===== config.mk =====
export PLATFORM = sky130hd
export DESIGN_NAME = fd_pipe_reg
export DESIGN_NICKNAME = d
export VERILOG_FILES = /design/src/rtl/y86_pkg.sv /design/src/rtl/fd_pipe_reg_field.sv /design/src/rtl/fd_pipe_reg.sv
export SDC_FILE = /design/constraint.sdc
export NUM_CORES = 1
export LEC_CHECK = 0
export CORE_AREA = 5 5 187 189
export CTS_BUF_LIST = sky130_fd_sc_hd__clkbuf_16
export CTS_CLUSTER_SIZE = 30
export DETAILED_ROUTE_END_ITERATION = 10
export DIE_AREA = 0 0 192 194
export PLACE_DENSITY_LB_ADDON = 0.12
export SETUP_SLACK_MARGIN = 0.02
export SYNTH_ARGS = -nofsm -noshare
export SYNTH_HDL_FRONTEND = slang
export SYNTH_HIERARCHICAL = 1
export SYNTH_SLANG_ARGS = --single-unit

===== constraint.sdc =====
create_clock -name clk -period 2 [get_ports clk]
set_input_delay 0.5 -clock clk [delete_from_list [all_inputs] [get_ports clk]]
set_output_delay 0.5 -clock clk [all_outputs]
set_load 0.005 [all_outputs]

===== src/rtl/y86_pkg.sv =====
// Shared Y86-64 constants and the fetch/decode bundle.
// The 2-bit stat field carries the low two bits of the stat code.
package y86_pkg;

    localparam logic [3:0] IHALT   = 4'h0;
    localparam logic [3:0] INOP    = 4'h1;
    localparam logic [3:0] IRRMOVQ = 4'h2;
    localparam logic [3:0] IIRMOVQ = 4'h3;
    localparam logic [3:0] IRMMOVQ = 4'h4;
    localparam logic [3:0] IMRMOVQ = 4'h5;
    localparam logic [3:0] IOPQ    = 4'h6;
    localparam logic [3:0] IJXX    = 4'h7;
    localparam logic [3:0] ICALL   = 4'h8;
    localparam logic [3:0] IRET    = 4'h9;
    localparam logic [3:0] IPUSHQ  = 4'hA;
    localparam logic [3:0] IPOPQ   = 4'hB;

    localparam int SAOK = 1;
    localparam int SHLT = 2;
    localparam int SADR = 3;
    localparam int SINS = 4;

    localparam logic [3:0] RNONE = 4'hF;

    localparam int STAT_W = 2;
    typedef logic [STAT_W-1:0] stat_t;

    // SINS wraps to 2'b00; only AOK (2'b01) counts as a clean fetch.
    localparam stat_t ST_AOK = stat_t'(SAOK);
    localparam stat_t ST_HLT = stat_t'(SHLT);
    localparam stat_t ST_ADR = stat_t'(SADR);
    localparam stat_t ST_INS = stat_t'(SINS);

    typedef struct packed {
        logic [3:0]  icode;
        logic [3:0]  ifun;
        logic [3:0]  ra;
        logic [3:0]  rb;
        logic [63:0] valc;
        logic [63:0] valp;
        stat_t       stat;
    } d_reg_t;

    localparam d_reg_t D_NOP = '{
        icode: INOP,
        ifun:  4'h0,
        ra:    RNONE,
        rb:    RNONE,
        valc:  64'h0,
        valp:  64'h0,
        stat:  ST_AOK
    };

endpackage


===== src/rtl/fd_pipe_reg_field.sv =====
// Generic pipeline register with stall, bubble value and reset value.
// Priority: reset, then stall (hold), then bubble, then load.
module pipe_reg_field #(
    parameter int           W       = 64,
    parameter logic [W-1:0] RST_VAL = '0
) (
    input  logic         clk,
    input  logic         rst,
    input  logic         stall,
    input  logic         bubble,
    input  logic [W-1:0] bubble_val,
    input  logic [W-1:0] d,
    output logic [W-1:0] q
);

    // Hold on stall, inject bubble_val on bubble, else load d.
    always_ff @(posedge clk) begin
        if (rst)
            q <= RST_VAL;
        else if (!stall)
            q <= bubble ? bubble_val : d;
    end

endmodule


===== src/rtl/fd_pipe_reg.sv =====
// Fetch/decode pipeline registers (F_predPC and the D bundle).
// Optional perf counters: define FD_PERF_CNT_EN.
module fd_pipe_reg
    import y86_pkg::*;
(
    input  logic        clk,
    input  logic        rst,
    input  logic [63:0] f_predPC,
    input  logic [3:0]  f_icode,
    input  logic [3:0]  f_ifun,
    input  logic [3:0]  f_rA,
    input  logic [3:0]  f_rB,
    input  logic [63:0] f_valC,
    input  logic [63:0] f_valP,
    input  logic [1:0]  f_stat,
    input  logic        F_stall,
    input  logic        D_stall,
    input  logic        D_bubble,
    output logic [63:0] F_predPC,
    output logic [3:0]  D_icode,
    output logic [3:0]  D_ifun,
    output logic [3:0]  D_rA,
    output logic [3:0]  D_rB,
    output logic [63:0] D_valC,
    output logic [63:0] D_valP,
    output logic [1:0]  D_stat,
    output logic        fetch_halted,
    output logic        ctrl_err,
    output logic [31:0] cnt_stall,
    output logic [31:0] cnt_bubble
);

    localparam int DW = $bits(d_reg_t);

    d_reg_t f_bus;
    d_reg_t d_bus;
    logic   fetch_hold;

    assign f_bus = '{
        icode: f_icode,
        ifun:  f_ifun,
        ra:    f_rA,
        rb:    f_rB,
        valc:  f_valC,
        valp:  f_valP,
        stat:  f_stat
    };

    assign fetch_hold = F_stall | fetch_halted;

    pipe_reg_field #(
        .W       (64),
        .RST_VAL (64'h0)
    ) u_f_pc (
        .clk        (clk),
        .rst        (rst),
        .stall      (fetch_hold),
        .bubble     (1'b0),
        .bubble_val (64'h0),
        .d          (f_predPC),
        .q          (F_predPC)
    );

    pipe_reg_field #(
        .W       (DW),
        .RST_VAL (D_NOP)
    ) u_d (
        .clk        (clk),
        .rst        (rst),
        .stall      (D_stall),
        .bubble     (D_bubble),
        .bubble_val (D_NOP),
        .d          (f_bus),
        .q          (d_bus)
    );

    assign D_icode = d_bus.icode;
    assign D_ifun  = d_bus.ifun;
    assign D_rA    = d_bus.ra;
    assign D_rB    = d_bus.rb;
    assign D_valC  = d_bus.valc;
    assign D_valP  = d_bus.valp;
    assign D_stat  = d_bus.stat;

    // Freeze fetch once a faulting fetch reaches D; a squash unfreezes.
    always_ff @(posedge clk) begin
        if (rst)
            fetch_halted <= 1'b0;
        else if (D_bubble)
            fetch_halted <= 1'b0;
        else if (!D_stall && f_stat != ST_AOK)
            fetch_halted <= 1'b1;
    end

    // Sticky flag: stall and bubble asserted together.
    always_ff @(posedge clk) begin
        if (rst)
            ctrl_err <= 1'b0;
        else if (D_stall && D_bubble)
            ctrl_err <= 1'b1;
    end

`ifdef FD_PERF_CNT_EN
    logic [31:0] cnt_stall_q;
    logic [31:0] cnt_bubble_q;

    // Saturating stall / effective-bubble counters.
    always_ff @(posedge clk) begin
        if (rst) begin
            cnt_stall_q  <= 32'h0;
            cnt_bubble_q <= 32'h0;
        end else begin
            if (D_stall && cnt_stall_q != 32'hFFFF_FFFF)
                cnt_stall_q <= cnt_stall_q + 32'h1;
            if (D_bubble && !D_stall && cnt_bubble_q != 32'hFFFF_FFFF)
                cnt_bubble_q <= cnt_bubble_q + 32'h1;
        end
    end

    assign cnt_stall  = cnt_stall_q;
    assign cnt_bubble = cnt_bubble_q;
`else
    assign cnt_stall  = 32'h0;
    assign cnt_bubble = 32'h0;
`endif

endmodule


Word-level counts from Yosys, hierarchy flattened
Cells that the tools add are included.
Storage, ports and cells
  memory bits (read-only): 0
  memories kept: 0
  word-level logic and storage cells: 11
  flip-flop bits (word level): 212
  input bits: 215
  bits in latches: 0
  bits in writable memories: 0
Operators by class
  add/sub/neg operators: 0
  shifts and indexed selects: 0
  equality and inequality tests: 1
  multiply operators: 0
  divide/modulo/power cells: 0
  magnitude comparators: 0
  bitwise operators: 1
  reduce and logical (&&, ||, !) cells: 4
  mux-type cells: 1
Operators by type and width (number)
  2-to-1 mux 146 bit: 1
  logical AND 1 bit: 2
  != test 2 x 1 -> 1 bit, second input constant: 1
  OR reduction 2 bit: 1
  logical NOT 1 bit: 1
  bitwise OR 1 bit: 1

Depth between registers and ports, before layout
Gate-level depths: netlist (run 1).
  depth in word-level cells: 2
  mapped depth: 5
  mapped depth without buffers: 3

By module
The synthesis (run 1) kept the hierarchy.
Modules (own cells, without submodules)
  pipe_reg_field at u_d: cells an instance 648, area an instance 7442.1 um^2, instances 1, sequential area each 2922.8 um^2
  pipe_reg_field at u_f_pc: cells an instance 284, area an instance 3045.4 um^2, instances 1, sequential area each 1281.2 um^2
  fd_pipe_reg: cells an instance 74, area an instance 568.0 um^2, instances 1, sequential area each 40.0 um^2

Worst setup path before layout (run 1)
Ideal clock, no wire load.
  path kind: input to register
  start point: input port F_stall
  end point: register u_f_pc.q[53]
  stages on the path: 5
  setup slack: 430 ps
  data required time: 1861 ps
  arrival: 1431 ps
  buffers on the path: 2
  cells stage by stage: or2_2 -> buf_2 -> inv_2 -> clkbuf_1 -> a211oi_1
On the way
  cells in the longest elaborated chain, start to end: 1
Ends and longest elaborated chain
  start: declaration: RTL line fd_pipe_reg.sv:16  | input logic F_stall,
  bitwise OR 1 bit: RTL line fd_pipe_reg.sv:49  | assign fetch_hold = F_stall | fetch_halted;
  end signal: assignment: RTL line fd_pipe_reg_field.sv:21  | q <= bubble ? bubble_val : d;
  end: declaration: RTL line fd_pipe_reg_field.sv:13  | output logic [W-1:0] q
No other way between the ends.
A chain may end at the register's enable or synchronous reset.

Worst setup path after layout (run 1)
  start point: register u_f_pc.q[16]
  end point: output port F_predPC[16]
RTL lines
  end: declaration: RTL line fd_pipe_reg.sv:19  | output logic [63:0] F_predPC,
No word-level cell between the ends.

==> results.yml, run 1 <==
cts:
  cts_num_sinks: 212
  cts-root-buf: "clkbuf_16"
  cts_htree_levels: 1
  cts_buffer_depth: 3
  cts.clk_slew.worst_paths_ns: 0.06
  ctsHoldBuffers: 0
  cts_tree: "done"
  clk_latency_ns: 0.52
  numCtsBuffers: 26
synthesis:
  synth_edf_count: 0
  synth_flop_cell: "dfxtp_1"
  syn_avg_cell_area_um2: 11.0
  syn_inst: 1006
  seq_area_frac_synth_pct: 38.4
  yosysUniqueCellTypes: 19
  synth-seq-cells: 212
  synth_warnings: 6
  async_flop_share_pct: 0
  synthesis.area_um2: 11100
cells_and_area:
  final_cell_mix: "clkdlybuf4s50_1 (411), conb_1 (275), dfxtp_1 (212)"
  post-route-util_pct: 51.2
  post_route_cells_drive_above_1_share_pct: 12.0
  fillers: 3084
  fin_nets: 1825
  area_growth_pct: 53.5
  final_cell_count_no_fill: 2079
  layout_commonest_cell: "clkdlybuf4s50_1"
drt:
  vias: 8952
  drc: 0
  via_per_inst: 4.31
  first_pass_iters: 5
  drtIter0Drc: 280
  wirelength_mm: 35.6
  wl_per_cell_um: 17.1
  drtAntennaViolNets: 0
worst_setup_path:
  critPathMaxStageDelay_ns: 0.54
  critPathRequiredTime_ns: 1.50
  path_buf_inv: 1
  arrival_ns: 1.44
  critPathKind: "register to output port"
  cp_slowest_cell: "clkdlybuf4s50_1"
  cp-start-kind: "register"
  path_cells: "clkdlybuf4s50_1"
  critical_path.top_delay_family: "buffers and inverters"
  critical_path_depth: 1
  end_kind: "output port"
  reg2regPathDepth: 4
  crit_fanout: 2
sta:
  tns_ns: 0
  period_minus_slack_ns: 1.94
  period_share_pct: 97.0
  rsz0062_at_grt: "false"
  hold_ws_ns: 0.369
  fmaxAchievable_mhz: 516
  hold_viol_final: 0
  drv_slew: 0
  skew_ns: 0.00769
  setup_violations: 0
hold_path:
  worstHoldPathCells: 2
  hp-class: "input pin to register"
floorplanning:
  die_h_um: 194
  ioPinCount: 491
  core.rowCount: 67
  start_util_pct: 33.4
  dieArea_um2: 37200
  die_w_um: 192
  core_um2: 33100
run_status:
  status: "complete, no violations"
global_routing:
  grt_usage_pct: 17.8
  grt_first_pass_wirelength_mm: 53.2
  grt_max_degree: 75
  grt_pass1_vias: 8990
  antenna_found_initial: 4
  grt_remaining_overflow: 0
place:
  globalplace.congestion: 0.752
  dp_hpwl_mm: 25.6
  place_inst: 2030
  portBuffers: 426
job:
  maxCapViolations: 0
power:
  p_leak_uw: 0.00713
  powerDensity_nw_per_um2: 680
  p_total_uw: 11500
  vdd_drop_max_mv: 0.644
-- cell usage after synthesis (3+ instances only) --
master / count / area share [%]
buf_12: 16 / 2.9
dfxtp_1: 212 / 38
a21oi_1: 11 / 0.50
nor2_1: 3 / 0.10
clkbuf_1: 42 / 1.4
nor3b_1: 10 / 0.68
nor2b_1: 201 / 11
buf_2: 12 / 0.54
buf_6: 5 / 0.51
buf_1: 12 / 0.41
a211oi_2: 126 / 14
mux2i_1: 210 / 19
a211oi_1: 74 / 5.0
buf_4: 65 / 4.4
-- power breakdown --
| group | leakage [µW] | total (µW) | internal [µW] | switching [µW] |
|---|---|---|---|---|
| combinational | 0.00496 | 2540 | 1470 | 1070 |
| clock | 0.000411 | 4270 | 2420 | 1850 |
| sequential | 0.00176 | 4730 | 4550 | 178 |
| total | 0.00713 | 11500 | 8440 | 3100 |
-- what timing repair did --
| item | CTS | global route |
|---|---|---|
| buffers inserted | 0 | 0 |
| pin swaps | 0 | 0 |
| hold endpoints to repair | 0 | 0 |
| resized for setup | 5 | 7 |
| endpoints found under the setup margin | 5 | 7 |
-- final timing paths --
path	from	to	slack (ns)
worst max-delay path	u_f_pc/q[16]$_SDFFE_PP0N_	F_predPC[16]	0.06
worst min-delay path	rst	u_d/q[121]$_SDFFE_PP0N_	0.37
worst max register to register	fetch_halted$_SDFFE_PP0P_	u_f_pc/q[41]$_SDFFE_PP0N_	0.60
worst min register to register	ctrl_err$_SDFFE_PP0P_	ctrl_err$_SDFFE_PP0P_	0.47
-- metrics by stage --
step	setup slack, ns	cell area, µm²
after floorplan	0.430	12100
after global placement	0.0870	16200
after detailed placement	0.0548	16200
after CTS	0.0271	16900
after global routing	0.0250	17000
final	0.0610	17000
-- routing by layer --
| metal | up-vias | routed length [µm] | GRT usage, % |
|---|---|---|---|
| met5 | - | 41 | 0 |
| met4 | 6 | 799 | 4.25 |
| met3 | 54 | 3230 | 6.09 |
| met2 | 301 | 17000 | 29.9 |
| met1 | 4108 | 14500 | 21.8 |
| li1 | 4483 | - | - |
-- flip-flops by register name, indices dropped and copies added (netlist names) --
register,count
ctrl_err,1
u_f_pc/q,64
fetch_halted,1
u_d/q,146
-- logic make-up (layout without fill, tap and decap cells) --
| family | after synthesis | after routing | share of synthesized area (%) |
|---|---|---|---|
| buffers and inverters | 155 | 506 | 10.4 |
| AND/OR/NAND/NOR | 215 | 215 | 12.2 |
| other | 2 | 276 | 0.0679 |
| multiplexers | 210 | 210 | 19.0 |
| flip-flops | 212 | 212 | 38.4 |
| AO/OA/AOI/OAI | 212 | 212 | 19.9 |
-- final cells by class --
class,instances,area (µm²),area share (%)
diodes,1,2.50,0.0148
flip-flops and latches,212,4240,25.0
well taps,448,561,3.30
clock buffers,27,676,3.98
clock inverters,21,88.8,0.524
repair buffers,456,4690,27.7
inverters,2,12.5,0.0738
multi-input cells,912,6690,39.4
No activity file was read; power rests on OpenSTA's default activity.
==> run 2, diff against run 1 <==
Settings changed: CORE_AREA 5 5 187 189 to 5 5 188 190, DIE_AREA 0 0 192 194 to 0 0 193 195, MAX_ROUTING_LAYER set to met4.
==> run 2 against run 1 <==
Effect of this change:
- die area is 1.0% higher
- sequential share of layout area fell by 0.13 points
- utilization about the same
- highest routed layer is now met4
- critical endpoint is now D_valC[22]
- clock power grew 4.9%
- clock skew about the same
- register-to-register slack worse by 0.06 ns
- combinational power about the same
- largest power group unchanged
- count of clock-buffer cells in the layout unchanged
- first-iteration DRC count decreased by 29%
==> results.yml, run 2 (synthesized netlist as in run 1, its figures left out) <==
run_status:
  status: "complete, no violations"
sta:
  drv_slew: 0
  period_minus_slack_ns: 1.92
  setup_violations: 0
  fmaxAchievable_mhz: 520
  period_share_pct: 96.2
  hold_viol_final: 0
  tns_ns: 0
  rsz0062_at_grt: "false"
  skew_ns: 0.00760
global_routing:
  grt_usage_pct: 18.6
  grt_first_pass_wirelength_mm: 54.0
  top_usage_layer: "met2"
  grt.met1_usage_pct: 21.8
  grt_remaining_overflow: 0
  grt_pass1_vias: 9067
  grt_use_met3_pct: 6.14
  antenna_found_initial: 6
  grt_max_degree: 72
  grt.met2_usage_pct: 30.5
hold_path:
  hp-class: "input pin to register"
  worstHoldPathCells: 2
  hp-start: "rst"
  min_to: "ctrl_err$_SDFFE_PP0P_"
drt:
  drc: 0
  wirelength_mm: 36.3
  via_per_inst: 4.26
  vias: 8857
  wl_per_cell_um: 17.5
  drtAntennaViolNets: 0
  drtIter0Drc: 200
  first_pass_iters: 4
cells_and_area:
  final_cell_mix: "clkdlybuf4s50_1 (409), conb_1 (275), dfxtp_1 (211)"
  top_register: "u_d/q"
  multiInputGateArea_um2: 6690
  top_regs: "u_d/q (146), u_f_pc/q (64)"
  post_route_cells_drive_above_1_share_pct: 12.0
  largest_reg_flops: 146
  register_area_um2: 4250
  fin_nets: 1822
  area_growth_pct: 54.3
  fillers: 3129
  layout_commonest_cell: "clkdlybuf4s50_1"
power:
  p_leak_uw: 0.00717
  powerDensity_nw_per_um2: 691
  vdd_drop_max_mv: 0.643
  p_total_uw: 11800
worst_setup_path:
  cp-start-kind: "register"
  end_kind: "output port"
  reg2regPathDepth: 4
  critical_path.top_delay_family: "buffers and inverters"
  path_buf_inv: 1
  crit_fanout: 2
  critPathMaxStageDelay_ns: 0.58
  r2r_start: "fetch_halted$_SDFFE_PP0P_"
  critPathKind: "register to output port"
  critPathRequiredTime_ns: 1.50
  rrSetupSlack_ns: 0.54
  reg2reg_to: "u_f_pc/q[6]$_SDFFE_PP0N_"
  arrival_ns: 1.42
  path_cells: "clkdlybuf4s50_1"
  cp_slowest_cell: "clkdlybuf4s50_1"
cts:
  cts_tree: "done"
  cts_num_sinks: 212
  post_cts_buffers: 0
  cts.clk_slew.worst_paths_ns: 0.06
  cts-root-buf: "clkbuf_16"
  cts_buffer_depth: 3
  numCtsBuffers: 26
  ctsHoldBuffers: 0
  cts_htree_levels: 1
  clk_latency_ns: 0.52
floorplanning:
  core_um2: 33300
  dieArea_um2: 37600
  ioPinCount: 491
  die_w_um: 193
  die_h_um: 195
  start_util_pct: 33.2
  core.rowCount: 67
place:
  dp_hpwl_mm: 26.5
  globalplace.congestion: 0.804
  portBuffers: 426
job:
  maxCapViolations: 0
## run 2: area by class of cell
| type | instances | area share (%) |
|---|---|---|
| inverters | 2 | 0.0733 |
| flip-flops and latches | 212 | 24.9 |
| clock inverters | 17 | 0.733 |
| multi-input cells | 912 | 39.2 |
| clock buffers | 27 | 3.96 |
| diodes | 6 | 0.0880 |
| well taps | 448 | 3.29 |
| repair buffers | 453 | 27.8 |
## run 2: worst max-delay path by stage
stage / from / end / slack [ns] / cells after the start
floorplan: F_stall / u_f_pc/q[53]$_SDFFE_PP0N_ / 0.43 / 5
global placement: F_stall / u_f_pc/q[40]$_SDFFE_PP0N_ / 0.09 / 5
detailed placement: F_stall / u_f_pc/q[29]$_SDFFE_PP0N_ / 0.04 / 5
CTS: u_f_pc/q[37]$_SDFFE_PP0N_ / F_predPC[37] / 0.02 / 1
global route: u_d/q[90]$_SDFFE_PP0N_ / D_valC[24] / 0.02 / 1
finish: u_d/q[88]$_SDFFE_PP0N_ / D_valC[22] / 0.08 / 1
## run 2: where the power goes
group	internal, µW	switching [µW]	total (µW)	leakage [µW]
registers	4550	179	4730	0.00176
clock network	2670	1820	4480	0.000408
logic	1480	1090	2570	0.00499
total	8700	3080	11800	0.00717
## run 2: per-layer routing
| metal | share of wire, % | vias up |
|---|---|---|
| met3 | 8.7 | 49 |
| met1 | 42 | 4022 |
| met2 | 47 | 305 |
| met4 | 2.4 | 0 |
| met5 | 0 | - |
| li1 | - | 4481 |
## run 2: timing repair
item                                    4_1_cts  5_1_grt
pin swaps                                     0        0
resized for setup                             6        9
endpoints found under the setup margin        6        9
## run 2: through the flow
| step | instances | utilization (%) | area [µm²] | hold WS (ns) | setup slack [ns] |
|---|---|---|---|---|---|
| 6_report | 2077 | 51.3 | 17100 | 0.370 | 0.0754 |
| 4_1_cts | 2071 | 51.1 | 17000 | 0.343 | 0.0226 |
| 2_1_floorplan | 1279 | - | 12100 | 0.460 | 0.430 |
| 3_5_place_dp | 2027 | 48.8 | 16200 | 0.463 | 0.0442 |
| 5_1_grt | 2077 | 51.3 | 17100 | 0.380 | 0.0209 |
| 3_3_place_gp | 2027 | 48.8 | 16200 | 0.450 | 0.0887 |
==> variant 1: new RTL, flow settings as in run 2 <==
The option `FD_PERF_CNT_EN` is turned on by a define.
--- a/src/rtl/fd_pipe_reg.sv
+++ b/src/rtl/fd_pipe_reg.sv
@@ -1,4 +1,6 @@
 // Fetch/decode pipeline registers (F_predPC and the D bundle).
 // Optional perf counters: define FD_PERF_CNT_EN.
+`define FD_PERF_CNT_EN
+
 module fd_pipe_reg
     import y86_pkg::*;
Function: changed (a bounded check fails within 4 cycles, from zero or initial values and one cycle with rst high).
==> variant 1 against run 2 <==
The flow now finishes with violations (setup timing); clock skew rose by 0.0036 ns; sequential cell count rose by 64; final area increased by 27%; area after synthesis increased by 25%; maximum frequency fell by 5.7%; total power increased by 23%; setup slack got worse by 0.12 ns; routed wire length is 28% higher; register-to-register slack lost 0.58 ns; sequential power is 27% higher.
==> variant 1: results (changes against run 2) <==
timing startpoint of the critical path cnt_stall[21] (was u_d/q[88]); setup ws final -0.0411 ns (was 0.0754 ns); total number of nets in the final design 2284 (was 1822); maximum VDD drop 0.544 mV (was 0.643 mV); failing checks setup timing; post-synthesis sequential area ratio 39.9% (was 38.4%); delay-heaviest family, CP simple AND/OR/NAND/NOR gates (was buffers and inverters); fraction of layout instances using a drive strength above 1 16.7% (was 12.0%); Leakage Power 9.07 nW (was 7.17 nW); Critical Path Sink cnt_stall[11] (was D_valC[22]); CTS Buf Count 34 (was 26); first-pass GRT wire length 70.0 mm (was 54.0 mm); initial detailed-routing violation count 417 (was 200); IO Port Bufs 490 (was 426); total global routing track utilization 23.7% (was 18.6%); outcome complete, but fails checks (was finished, final reports clean); HPWL after detailed placement 33.8 mm (was 26.5 mm); TritonRoute pass-1 iters 6 (was 4); max incr delay on CP 0.56 ns (was 0.58 ns); final worst clock skew 0.0112 ns (was 0.00760 ns); Internal Dissipation 10.8 mW (was 8.70 mW); synth cell count leaders dfxtp_1, mux2i_1, nor2b_1, a211oi_2, a211oi_1 (unchanged); final count of negative-setup-slack endpoints 6 (was 0); cells on worst reg2reg path 8 (was 4); data arrival time of the critical path 2.42 ns (was 1.42 ns); Avg Synthesized Cell Area 10.4 µm² (was 11.0 µm²); slowest stage cell on the critical path or4_4 (was clkdlybuf4s50_1); number of different library cells in the post-synthesis netlist 57 (was 19)
-- variant 1: cell types whose count changed in the layout (fill, tap and decap cells not counted), sizes merged, moves of 22 or more --
| cell | change |
|---|---|
| nand2 | +26 |
| or3 | +27 |
| nor2 | +30 |
| buf | +80 |
| dfxtp | +64 |
| conb | -64 |
| dlygate4sd2 | +39 |
| nand3 | +22 |
| a21oi | +43 |
| o21ai | +28 |
-- variant 1: per-layer routing --
layer	share of wire, %	up-vias	wire [µm]	global-route usage [%]
li1	-	6156	-	-
met5	0	-	0	-
met4	4.0	0	1870	9.07
met3	9.2	93	4280	8.13
met2	48	398	22300	39.2
met1	39	5826	18100	26.3
-- variant 1: through the flow --
step	hold slack, ns	area (µm²)
after floorplan	0.460	14700
after global placement	0.451	20300
after detailed placement	0.462	20300
after CTS	0.342	21400
after global routing	0.376	21600
final	0.362	21600
-- variant 1: worst min-delay path by stage --
stage,from,to,slack (ns),cells past startpoint
2_1_floorplan,ctrl_err,ctrl_err,0.46,2
3_3_place_gp,ctrl_err,ctrl_err,0.45,2
3_5_place_dp,ctrl_err,ctrl_err,0.46,2
4_1_cts,rst,cnt_bubble[12],0.34,2
5_1_grt,rst,cnt_bubble[22],0.38,2
6_report,rst,cnt_bubble[1],0.36,2
-- variant 1: worst register-to-register path, delay by kind of cell (launching register included) --
| kind | cells | cell delay [ns] |
|---|---|---|
| DFF | 1 | 0.36 |
| and+or+nand+nor | 3 | 0.71 |
| buffers and inverters | 3 | 0.43 |
| xor gates and xnor gates | 1 | 0.13 |
| AOI/OAI and AO/OA | 1 | 0.30 |
-- variant 1: repair_timing --
item / in CTS / in global routing
setup buffers: 3 / 5
endpoints found under the setup margin: 74 / 69
resized for setup: 65 / 48
hold buffers: 0 / 0
cloned: 0 / 1
pin swaps: 5 / 11
-- variant 1: kinds of logic after synthesis --
logic type	Yosys count	synth area share, %
fa+ha+maj	2	0.181
xor+xnor	14	0.885
mux	217	15.7
other cells	2	0.0542
simple gates	394	17.2
buf+inv	116	5.74
flops	276	39.9
compound gates	309	20.4
-- variant 1: cell type report --
class                      instances  area, µm²
antenna                            6       15.0
clock buffer                      37        926
clock inverter                    23        130
fill                            2783      11700
inverter                          11       46.3
multi-input combinational       1147       8430
sequential                       276       5560
tap                              448        561
timing repair buffer             597       5920
-- variant 1: power groups by stage --
stage / Clock, mW / Combinational, mW / Sequential [mW]
2_1_floorplan: 0 / 1.23 / 6.14
3_3_place_gp: 0 / 2.60 / 6.11
3_5_place_dp: 0 / 2.63 / 6.13
4_1_cts: 5.99 / 2.64 / 6.01
5_1_grt: 6.20 / 2.83 / 6.05
6_report: 5.82 / 2.62 / 6.01
==> variant 2: new RTL, flow settings as in run 2 <==
Made on the original files. Put a register stage on the output `F_predPC`, cleared by the reset. The value now appears one clock later. The other outputs are not delayed to match.
--- a/src/rtl/fd_pipe_reg.sv
+++ b/src/rtl/fd_pipe_reg.sv
@@ -33,4 +33,6 @@
     localparam int DW = $bits(d_reg_t);
 
+    logic [63:0] F_predPC_d;
+
     d_reg_t f_bus;
     d_reg_t d_bus;
@@ -59,5 +61,5 @@
         .bubble_val (64'h0),
         .d          (f_predPC),
-        .q          (F_predPC)
+        .q          (F_predPC_d)
     );
 
@@ -125,4 +127,12 @@
 `endif
 
+    always_ff @(posedge clk) begin
+        if (rst) begin
+            F_predPC <= '0;
+        end else begin
+            F_predPC <= F_predPC_d;
+        end
+    end
+
 endmodule
 
Check against the original RTL: not equivalent (Yosys sat finds a counterexample within 4 cycles, from zero or initial values and one cycle with rst high).
==> variant 2 against run 2 <==
Sequential power up 29%; critical path type unchanged; clock power up 27%; maximum frequency down 0.30%; via count up 9.2%; sequential cell count up 64; largest cell class unchanged; cell count up 6.9%; setup slack worse by 0.0059 ns; final area up 11%; routed wire length up 6.6%; total power up 22%; area after synthesis up 16%; die area unchanged; core utilization up 5.7 points.
==> variant 2: results (changes against run 2) <==
largest net degree at the start of global routing 109 (was 72); routed via count divided by cell count 4.36 (was 4.26); fraction of layout instances using a drive strength above 1 11.4% (was 12.0%); maximum VDD drop 0.498 mV (was 0.643 mV); endpoint of the worst hold-timing path F_predPC[7] (was ctrl_err); power share of the sequential group 42.5% (was 40.2%); Worst Hold Margin 0.307 ns (was 0.370 ns); Clock Sinks 276 (was 212); detailed-route wire length on metal 1 16.3 mm (was 15.1 mm); depth of the CTS H-tree 2 (was 1); post-synthesis sequential area ratio 43.1% (was 38.4%); routability cong. 0.774 (was 0.804); first-pass GRT wire length 57.8 mm (was 54.0 mm); power in the clock group 5.69 mW (was 4.48 mW); Top Registers u_d/q: 146 flops, F_predPC: 64 flops, u_f_pc/q: 64 flops (was u_d/q: 146 flops, u_f_pc/q: 64 flops); switching power total 3.56 mW (was 3.08 mW); Wirelength per Cell 17.4 µm (was 17.5 µm); vias post-DR 9675 (was 8857); CTS Buf Count 34 (was 26); outcome finished, final reports clean (unchanged); Hold Path Depth 2 (unchanged); HPWL after detailed placement 27.6 mm (was 26.5 mm); leading post-synthesis cells by cell area dfxtp_1, mux2i_1, nor2b_1 (was dfxtp_1, mux2i_1, a211oi_2); Critical Path Sink D_valC[11] (was D_valC[22]); initial detailed-routing violation count 316 (was 200); final worst clock skew 0.00718 ns (was 0.00760 ns); clk_lat worst skew 0.49 ns (was 0.52 ns); R2R Path End u_f_pc/q[1] (was u_f_pc/q[6]); wire length on met3 3.30 mm (was 3.16 mm); register-to-register setup slack 0.60 ns (was 0.54 ns); cell count after placement 2158 (was 2027); final period demand of the worst path 1.93 ns (was 1.92 ns); register clock-pin slew on the reported worst setup and hold paths 0.06 ns (about the same); synth cell count leaders dfxtp_1, nor2b_1, mux2i_1, a211oi_2, a211oi_1 (was dfxtp_1, mux2i_1, nor2b_1, a211oi_2, a211oi_1); met2 wire length 18.2 mm (was 17.1 mm); post-synthesis instance total 1141 (was 1006); cell chosen for the clock root clkbuf_16 (unchanged); Leakage Power 7.88 nW (was 7.17 nW); IO Port Bufs 426 (unchanged); vias in the first global route 9818 (was 9067); total number of nets in the final design 1961 (was 1822); sequential logic power 6.09 mW (was 4.73 mW); Placed Area 17900 µm² (was 16200 µm²); pre-CTS WS 0.0677 ns (was 0.0442 ns); total global routing track utilization 19.9% (was 18.6%); timing startpoint of the critical path u_d/q[77] (was u_d/q[88])
variant 2: cell families after synthesis:
family	count (synthesis)	share of synthesized area [%]
simple gates	279	13.7
flops	276	43.1
compound gates	212	17.3
mux	210	16.4
buf+inv	162	9.49
other cells	2	0.0586
variant 2: area by class of cell:
type / count / area, µm²
Antenna cell: 9 / 22.5
Clock buffer: 37 / 926
Clock inverter: 17 / 90.1
Fill cell: 2968 / 14300
Inverter: 2 / 12.5
Multi-Input combinational cell: 976 / 7100
Sequential cell: 276 / 5530
Tap cell: 448 / 561
Timing Repair Buffer: 456 / 4710
variant 2: what timing repair did:
item	in CTS	in global routing
pin swaps	0	0
gates resized for setup	2	6
hold endpoints to repair	0	0
setup endpoints to repair	2	6
hold buffers	0	0
variant 2: per-layer routing:
layer | track usage (%) | vias to the layer above
li1 | - | 4901
met1 | 23.5 | 4434
met2 | 32.3 | 291
met3 | 6.95 | 49
met4 | 5.09 | 0
met5 | - | -
